### config.mk
export PLATFORM = sky130hd
export DESIGN_NAME = fetch_unit_flat
export DESIGN_NICKNAME = d
export VERILOG_FILES = /design/src/rtl/fetch_unit_if.sv /design/src/rtl/fetch_unit.sv /design/src/flat_wrapper.sv
export SDC_FILE = /design/constraint.sdc
export NUM_CORES = 1
export LEC_CHECK = 0
export ABC_AREA = 0
export BUFFER_PORTS_ARGS = -buffer_cell sky130_fd_sc_hd__buf_2
export CORE_ASPECT_RATIO = 0.5
export CORE_MARGIN = 2
export CORE_UTILIZATION = 40
export DETAILED_ROUTE_END_ITERATION = 12
export PLACE_DENSITY = 0.68
export SLEW_MARGIN = 20
export SYNTH_ARGS = -nofsm -noshare
export SYNTH_HDL_FRONTEND = slang
export SYNTH_SLANG_ARGS = --single-unit
### constraint.sdc
create_clock -name CLK -period 6.65 [get_ports CLK]
set_input_delay 1.6625 -clock CLK [delete_from_list [all_inputs] [get_ports CLK]]
set_output_delay 1.6625 -clock CLK [all_outputs]
set_load 0.05 [all_outputs]
### src/rtl/fetch_unit_if.sv
// -----------------------------------------------------------------------------
// fetch_unit_if
// Request/ready bus between the fetch stage and the instruction memory.
//   IMemReq   : fetch request valid (fetch -> memory)
//   IMemAddr  : fetch address, word aligned (fetch -> memory)
//   IMemReady : response valid this cycle (memory -> fetch)
//   IMemRData : instruction word, valid with IMemReady (memory -> fetch)
// Modports: master = fetch stage, slave = instruction memory.
// -----------------------------------------------------------------------------
interface fetch_unit_if;
    logic        IMemReq;
    logic [31:0] IMemAddr;
    logic        IMemReady;
    logic [31:0] IMemRData;

    modport master (
        output IMemReq,
        output IMemAddr,
        input  IMemReady,
        input  IMemRData
    );

    modport slave (
        input  IMemReq,
        input  IMemAddr,
        output IMemReady,
        output IMemRData
    );
endinterface

### src/rtl/fetch_unit.sv
// -----------------------------------------------------------------------------
// fetch_unit
// Instruction-fetch stage of a 5-stage MIPS32 pipeline. Owns the PC, picks the
// next PC from the decode-stage redirect inputs, and talks to a variable-latency
// instruction memory over a request/ready handshake. A response that arrives
// while the pipeline is stalled is parked in a one-word buffer; a response made
// stale by a redirect is dropped.
//
// Ports:
//   CLK, RST     : clock, synchronous active-high reset
//   StallF       : hold fetch (redirects are ignored while high)
//   PCSrcD       : next-PC select 00 seq / 01 branch / 10 jump / 11 jr
//   PCBranchD    : branch target
//   PCJumpD      : j/jal target
//   PCJrD        : jr register target
//   imem         : instruction-memory bus (master side)
//   RD           : instruction to IF/ID, 0 (NOP) when not valid
//   PCF          : PC of the instruction on RD
//   PCPlus4F     : PCF + 4
//   InstrValidF  : RD carries a real instruction this cycle
// -----------------------------------------------------------------------------
module fetch_unit #(
    parameter logic [31:0] RESET_PC = 32'h0000_0000
) (
    input  logic                CLK,
    input  logic                RST,
    input  logic                StallF,
    input  logic [1:0]          PCSrcD,
    input  logic [31:0]         PCBranchD,
    input  logic [31:0]         PCJumpD,
    input  logic [31:0]         PCJrD,
    fetch_unit_if.master        imem,
    output logic [31:0]         RD,
    output logic [31:0]         PCF,
    output logic [31:0]         PCPlus4F,
    output logic                InstrValidF
);

    typedef enum logic [0:0] {
        ST_REQ  = 1'b0,
        ST_HOLD = 1'b1
    } state_t;

    // Loaded PCs are always word aligned.
    function automatic logic [31:0] align_pc(input logic [31:0] addr);
        return {addr[31:2], 2'b00};
    endfunction

    state_t      state_r;
    state_t      state_nxt_s;
    logic [31:0] pc_r;
    logic [31:0] pc_nxt_s;
    logic [31:0] instr_buf_r;
    logic [31:0] instr_buf_nxt_s;
    logic        squash_r;
    logic        squash_nxt_s;
    logic [31:0] squash_addr_r;
    logic [31:0] squash_addr_nxt_s;
    logic [31:0] npc_s;
    logic        redirect_s;
    logic        valid_s;

    assign redirect_s = (PCSrcD != 2'b00);

    // Next-PC select from the decode-stage redirect inputs.
    always_comb begin
        npc_s = pc_r + 32'd4;
        case (PCSrcD)
            2'b00:   npc_s = align_pc(pc_r + 32'd4);
            2'b01:   npc_s = align_pc(PCBranchD);
            2'b10:   npc_s = align_pc(PCJumpD);
            2'b11:   npc_s = align_pc(PCJrD);
            default: npc_s = align_pc(pc_r + 32'd4);
        endcase
    end

    // While a stale request is outstanding the bus keeps the old address.
    assign imem.IMemReq  = (state_r == ST_REQ) & ~RST;
    assign imem.IMemAddr = squash_r ? squash_addr_r : pc_r;

    assign valid_s = ~RST & ((state_r == ST_HOLD) |
                             ((state_r == ST_REQ) & imem.IMemReady & ~squash_r));
    assign InstrValidF = valid_s;
    assign PCF         = RST ? RESET_PC : pc_r;
    assign PCPlus4F    = PCF + 32'd4;

    // Instruction mux: parked word in HOLD, zero-cycle bypass in REQ, else NOP.
    always_comb begin
        RD = 32'd0;
        if (RST) begin
            RD = 32'd0;
        end else if (state_r == ST_HOLD) begin
            RD = instr_buf_r;
        end else if (valid_s) begin
            RD = imem.IMemRData;
        end else begin
            RD = 32'd0;
        end
    end

    // Next-state logic for the REQ/HOLD controller and its datapath registers.
    always_comb begin
        state_nxt_s       = state_r;
        pc_nxt_s          = pc_r;
        instr_buf_nxt_s   = instr_buf_r;
        squash_nxt_s      = squash_r;
        squash_addr_nxt_s = squash_addr_r;
        case (state_r)
            ST_REQ: begin
                if (imem.IMemReady && squash_r) begin
                    // Stale response: drop it; the new target is already in pc_r.
                    squash_nxt_s = 1'b0;
                    if (!StallF && redirect_s) begin
                        pc_nxt_s = npc_s;
                    end else begin
                        pc_nxt_s = pc_r;
                    end
                end else if (imem.IMemReady && !StallF) begin
                    pc_nxt_s = npc_s;
                end else if (imem.IMemReady) begin
                    instr_buf_nxt_s = imem.IMemRData;
                    state_nxt_s     = ST_HOLD;
                end else if (!StallF && redirect_s) begin
                    // Only the first redirect records the in-flight address.
                    if (!squash_r) begin
                        squash_addr_nxt_s = pc_r;
                        squash_nxt_s      = 1'b1;
                    end else begin
                        squash_addr_nxt_s = squash_addr_r;
                    end
                    pc_nxt_s = npc_s;
                end else begin
                    state_nxt_s = ST_REQ;
                end
            end
            ST_HOLD: begin
                if (!StallF) begin
                    pc_nxt_s    = npc_s;
                    state_nxt_s = ST_REQ;
                end else begin
                    state_nxt_s = ST_HOLD;
                end
            end
            default: begin
                state_nxt_s = ST_REQ;
            end
        endcase
    end

    // State and datapath registers with synchronous reset.
    always_ff @(posedge CLK) begin
        if (RST) begin
            state_r       <= ST_REQ;
            pc_r          <= RESET_PC;
            instr_buf_r   <= 32'd0;
            squash_r      <= 1'b0;
            squash_addr_r <= 32'd0;
        end else begin
            state_r       <= state_nxt_s;
            pc_r          <= pc_nxt_s;
            instr_buf_r   <= instr_buf_nxt_s;
            squash_r      <= squash_nxt_s;
            squash_addr_r <= squash_addr_nxt_s;
        end
    end

endmodule
### src/flat_wrapper.sv
// flat-port wrapper written by rule: the top's interface ports become plain ports
module fetch_unit_flat 
#(
    parameter logic [31:0] RESET_PC = 32'h0000_0000
)
  (CLK, RST, StallF, PCSrcD, PCBranchD, PCJumpD, PCJrD, RD, PCF, PCPlus4F, InstrValidF, imem_IMemReq, imem_IMemAddr, imem_IMemReady, imem_IMemRData);
  fetch_unit_if imem_i ();
  input  logic CLK;
  input  logic RST;
  input  logic StallF;
  input  logic [1:0] PCSrcD;
  input  logic [31:0] PCBranchD;
  input  logic [31:0] PCJumpD;
  input  logic [31:0] PCJrD;
  output logic [31:0] RD;
  output logic [31:0] PCF;
  output logic [31:0] PCPlus4F;
  output logic InstrValidF;
  output wire logic [$bits(imem_i.IMemReq)-1:0] imem_IMemReq;
  output wire logic [$bits(imem_i.IMemAddr)-1:0] imem_IMemAddr;
  input wire logic [$bits(imem_i.IMemReady)-1:0] imem_IMemReady;
  input wire logic [$bits(imem_i.IMemRData)-1:0] imem_IMemRData;
  assign imem_IMemReq = imem_i.IMemReq;
  assign imem_IMemAddr = imem_i.IMemAddr;
  assign imem_i.IMemReady = imem_IMemReady;
  assign imem_i.IMemRData = imem_IMemRData;
  fetch_unit #(.RESET_PC(RESET_PC)) u_core (.CLK(CLK), .RST(RST), .StallF(StallF), .PCSrcD(PCSrcD), .PCBranchD(PCBranchD), .PCJumpD(PCJumpD), .PCJrD(PCJrD), .imem(imem_i), .RD(RD), .PCF(PCF), .PCPlus4F(PCPlus4F), .InstrValidF(InstrValidF));
endmodule
Yosys cells after proc, flatten, opt, wreduce, memory -nomap -nowiden
Index checks and enable logic that the tools add are counted.

Output and inout bits: 130. Memory bits (writable): 0. Latch bits: 0. Memories kept: 0. Flip-flop bits (word level): 98. Bits in read-only memories: 0. Logic and storage cells: 57. Input port bits: 134.

Bitwise gates (word level): 11. Equal/unequal tests: 7. Div/mod/pow operators: 0. Add/subtract/negate cells: 2. Magnitude comparators: 0. $mul: 0. Shifts and indexed selects: 0. Mux-type cells: 21. Reductions and logical operators: 11.

Operators by type and width (count): two-way mux 32 bit (10); one-hot mux 32 bit (4 select lines) (1); adder 32 x 3 -> 32 bit (second input constant) (2); one-hot mux 32 bit (2 select lines) (1); two-way mux 1 bit (8); AND reduction 4 bit (2); NOT 1 bit (6); AND reduction 5 bit (1); bitwise AND 1 bit (4); equality test 2 bit (second input constant) (2); != test 2 x 1 -> 1 bit (second input constant) (2); != test 4 bit (second input constant) (1); nonzero test 2 bit (2); logical AND 1 bit (3); equality test 2 x 1 -> 1 bit (second input constant) (1); logical NOT 2 bit (1); != test 2 bit (second input constant) (1); one-hot mux 1 bit (2 select lines) (1); AND reduction 2 bit (1); logical NOT 1 bit (1); bitwise OR 1 bit (1).

Longest topological paths before layout
Word-level depth: 8. Mapped depth: 11. Depth with buffers taken out: 8.

Least setup slack after synthesis
Ideal clock, no wire load.

Path kind: input-to-output. Start: in RST. End: out PCPlus4F[20]. Data required time: 4987 ps. Path buffers: 3. Data arrival time: 5126 ps. Stages: 10. Path slack: -139 ps. Cells stage by stage: buf_2 clkbuf_1 buf_2 nand2b_1 inv_1 ha_1 nand3_1 nor2_2 nand3b_1 o31ai_1.

Longest elaborated chain between the ends: 2.

Ends and longest elaborated chain: from (decl) (RTL line flat_wrapper.sv:9) `input logic RST;`; two-way mux 32 bit (RTL line fetch_unit.sv:84) `assign PCF = RST ? RESET_PC : pc_r;`; net PCF[2] (RTL line flat_wrapper.sv:16) `output logic [31:0] PCF;`; adder 32 x 3 -> 32 bit (RTL line fetch_unit.sv:85) `assign PCPlus4F = PCF + 32'd4;`; to (decl) (RTL line flat_wrapper.sv:17) `output logic [31:0] PCPlus4F;`.

The timed path passes the listed nets, and every way through them passes these cells.

Final worst setup path
Start: in RST. End: out PCPlus4F[26].

Longest elaborated chain between the ends: 2.

Ends and longest elaborated chain (RTL line): two-way mux 32 bit (fetch_unit.sv:84); adder 32 x 3 -> 32 bit (fetch_unit.sv:85).

No other way between the ends.

==> flow_metrics.tcl <==
set metrics [dict create \
    timing_hold_violations_final 0 \
    post-cts-setup-buffers 0 \
    holdCritPathClass "reg -> reg" \
    routed_wl_microns 21100 \
    cts_hold_buffers 0 \
    grt.met2_usage_pct 40.4 \
    io_buffer_count 257 \
    grt_remaining_overflow 0 \
    mostFrequentLayoutCells "sky130_fd_sc_hd__buf_2 (256), sky130_fd_sc_hd__nor2_1 (129), sky130_fd_sc_hd__nand2_1 (96), sky130_fd_sc_hd__dfxtp_1 (96), sky130_fd_sc_hd__mux2i_1 (79)" \
    ys_ff_latch 98 \
    critical_path_peak_fanout 28 \
    die_boundary_width_microns 186 \
    worst_slew_pin_slew_ns 1.06 \
    clock_tree_from_tritoncts "done" \
    synth_compound_gate_area_share_pct 14.1 \
    final.setup_skew_ns 0.00932 \
    slew_violations 0 \
    design.die.area_sq_um 17600 \
    fp.dieH_microns 94.9 \
    grt_pass1_vias 6322 \
    report.final.setup_viol 0 \
    clk_latency_ns 0.34 \
    comb_power_share_pct 27.4 \
    floorplan.core_area_sq_um 16300 \
    clock_transition_at_the_registers_of_the_reported_paths_ns 0.08 \
    synth_area_per_cell_sq_um 7.91 \
    register_area_sq_um 1970 \
    synthToLayoutAreaGrowth_pct 24.4 \
    synth_cell_type_count 69 \
    share_seq_of_total_power_pct 39.7 \
    filler_cell_count 1627 \
    worst-endpoint-arrival_ns 3.80 \
    avgViaCountPerCell 5.45 \
    detailedPlacementHpwl_microns 15000 \
    cts_made_buffers 9 \
    drt-initial-drc-count 409 \
    finalWorstPathRequiredPeriod_ns 5.46 \
    synth_seq_area_share_pct 29.7 \
    placed_cells_incl_taps 1254 \
    setup_tns_ns 0 \
    io-pin-count 264 \
    cts-htree-levels 3 \
    synth_edf_count 0 \
    numClockSinks 98 \
    globalRoute.busiestLayer "met2" \
    routabilityCongestion 0.946 \
    adder_cell_fraction_of_synth_area_pct 0.379 \
    intPower_mw 1.06 \
    grt_max_degree 69 \
    cts_root_buf "sky130_fd_sc_hd__clkbuf_16" \
    fmax_mhz 183 \
    final-instance-count-excl-fill 1271 \
    synth_simple_gate_area_share_pct 25.9 \
    synth-warning-count 0 \
    static_leakage_power_nw 3.62 \
    largest_family_of_logic_cells_by_synthesized_area "simple AND/OR/NAND/NOR gates" \
    grt_antenna_before_repair 2 \
    cp-end-kind "output pin" \
    postCtsResizedCells 0 \
    power.ir.vdd_worst_v 0.000140 \
    route.vias.total 6933 \
    routedWlPerCell_microns 16.6 \
    power.density_nw_per_um2 204 \
    required_ns 4.99 \
    share_of_the_cycle_needed_by_the_critical_path_after_routing_pct 82.1 \
    total_grt_usage_pct 22.9 \
    status "finished clean" \
    synthTopCellsByArea "sky130_fd_sc_hd__dfxtp_1 (30%), sky130_fd_sc_hd__mux2i_1 (12%), sky130_fd_sc_hd__nor2_1 (7.3%)" \
    synth_top_cell_area_share_pct 29.7 \
    grt_first_pass_wirelength_microns 31900 \
    drv_cap 0 \
    ff2ff_setup_slack_ns 4.08 \
    ant_nets 0 \
    synth_cells 835 \
    start_util_pct 40.6 \
    synth-async-reset-ratio_pct 0 \
    post_synth_mux_area_share_pct 20.8 \
    std_cell_rows 33 \
    slew_headroom_pct 29.3 \
    residual_drc 0 \
    multiInputGateArea_sq_um 4260 \
    syn-num-nets 971 \
    power.share.switching_pct 36.5 \
    final_common_cell "sky130_fd_sc_hd__buf_2" \
    synthDominantAreaCellType "sky130_fd_sc_hd__dfxtp_1" \
    ys_dominant_reg_cell "sky130_fd_sc_hd__dfxtp_1" \
    final_layout_size_suffix_gt1_share_pct 33.9 \
    startpoint_type "primary input" \
    post_synth_instance_area_sq_um 6610 \
    layout.nets 1174 \
    detailedRoute.firstPassIterationCount 5 \
    clkPwrFrac_pct 32.9 \
    global_route.usage.met3_pct 4.97 \
    grtUsageMet1_pct 28.4 \
    synth_xor_area_share_pct 3.05 \
    type_of_the_worst_setup_path "in -> out" \
    grt_setup_unrepaired "false" \
    netSwitchingPower_mw 0.612 \
    cts-root-to-sink-buffers 2 \
]
-- logic make-up (layout without fill, tap and decap cells) --
kind of cell	Yosys count	in the layout
buffers and inverters	86	294
other	0	1
adder cells (fa/ha/maj)	2	2
flip-flops	98	98
XOR/XNOR	23	23
AO/OA/AOI/OAI	144	144
AND/OR/NAND/NOR	356	356
multiplexers	126	126
-- stage by stage --
stage	util [%]	hold WS, ns	area, sq um	power, mW	worst slack, ns
global placement	48.6	0.441	7910	1.13	1.21
detailed placement	48.6	0.448	7910	1.14	1.19
CTS	50.5	0.458	8220	1.69	1.20
floorplan	-	0.436	6610	1.01	0.159
finish	50.6	0.456	8220	1.68	1.19
global route	50.6	0.474	8220	1.74	1.04
-- Yosys cell counts (all sizes together), types with 16 or more instances --
| cell type | n |
|---|---|
| nor2 | 131 |
| dfxtp | 98 |
| nand2 | 97 |
| mux2i | 79 |
| a21oi | 60 |
| buf | 45 |
| mux2 | 42 |
| clkbuf | 30 |
| nor2b | 28 |
| nand3 | 27 |
| o21ai | 26 |
| nor3 | 17 |
| nand4 | 16 |
-- power by group through the flow --
stage	registers [mW]	logic (mW)	clock network, mW
after floorplan	0.643	0.368	0
after global placement	0.677	0.453	0
after detailed placement	0.678	0.459	0
after CTS	0.664	0.461	0.561
after global routing	0.671	0.489	0.584
final	0.666	0.459	0.552
-- layer usage --
metal  share of wire (%)  wire [microns]  up-vias
met4                 1.4             285        0
met5                   0               0        -
met2                  49           10200      253
met1                  43            9050     3327
met3                 7.1            1500       22
li1                    -               -     3331
-- final timing paths --
kind | startpoint | end | depth (start not counted)
min reg2reg | u_core.instr_buf_r[31] | u_core.instr_buf_r[31] | 2
max reg2reg | u_core.pc_r[8] | u_core.pc_r[29] | 5
min | u_core.instr_buf_r[31] | u_core.instr_buf_r[31] | 2
max | RST | PCPlus4F[26] | 11
-- layout make-up --
cell class                 count  share of cell area [%]
sequential                    98                    23.9
multi-input combinational    651                    51.8
clock inverter                 7                   0.989
inverter                      11                   0.502
timing repair buffer         267                    16.6
antenna                        1                  0.0304
tap                          227                    3.45
clock buffer                   9                    2.74
-- flip-flops by register name, indices dropped and copies added, names as in the netlist --
name	flops
u_core.pc_r	32
u_core.squash_addr_r	32
u_core.instr_buf_r	32
u_core.squash_r	1
u_core.state_r	1
-- worst max-delay path, cell delays in order --
cell,delay (ns)
sky130_fd_sc_hd__buf_4,0.21
sky130_fd_sc_hd__nand2b_1,0.20
sky130_fd_sc_hd__inv_1,0.09
sky130_fd_sc_hd__ha_1,0.19
sky130_fd_sc_hd__nand3_1,0.15
sky130_fd_sc_hd__nor2_2,0.11
sky130_fd_sc_hd__buf_4,0.20
sky130_fd_sc_hd__nand3b_1,0.25
sky130_fd_sc_hd__nor2_1,0.25
sky130_fd_sc_hd__xor2_1,0.18
sky130_fd_sc_hd__buf_2,0.29
Power figures use the tool's default switching activity.
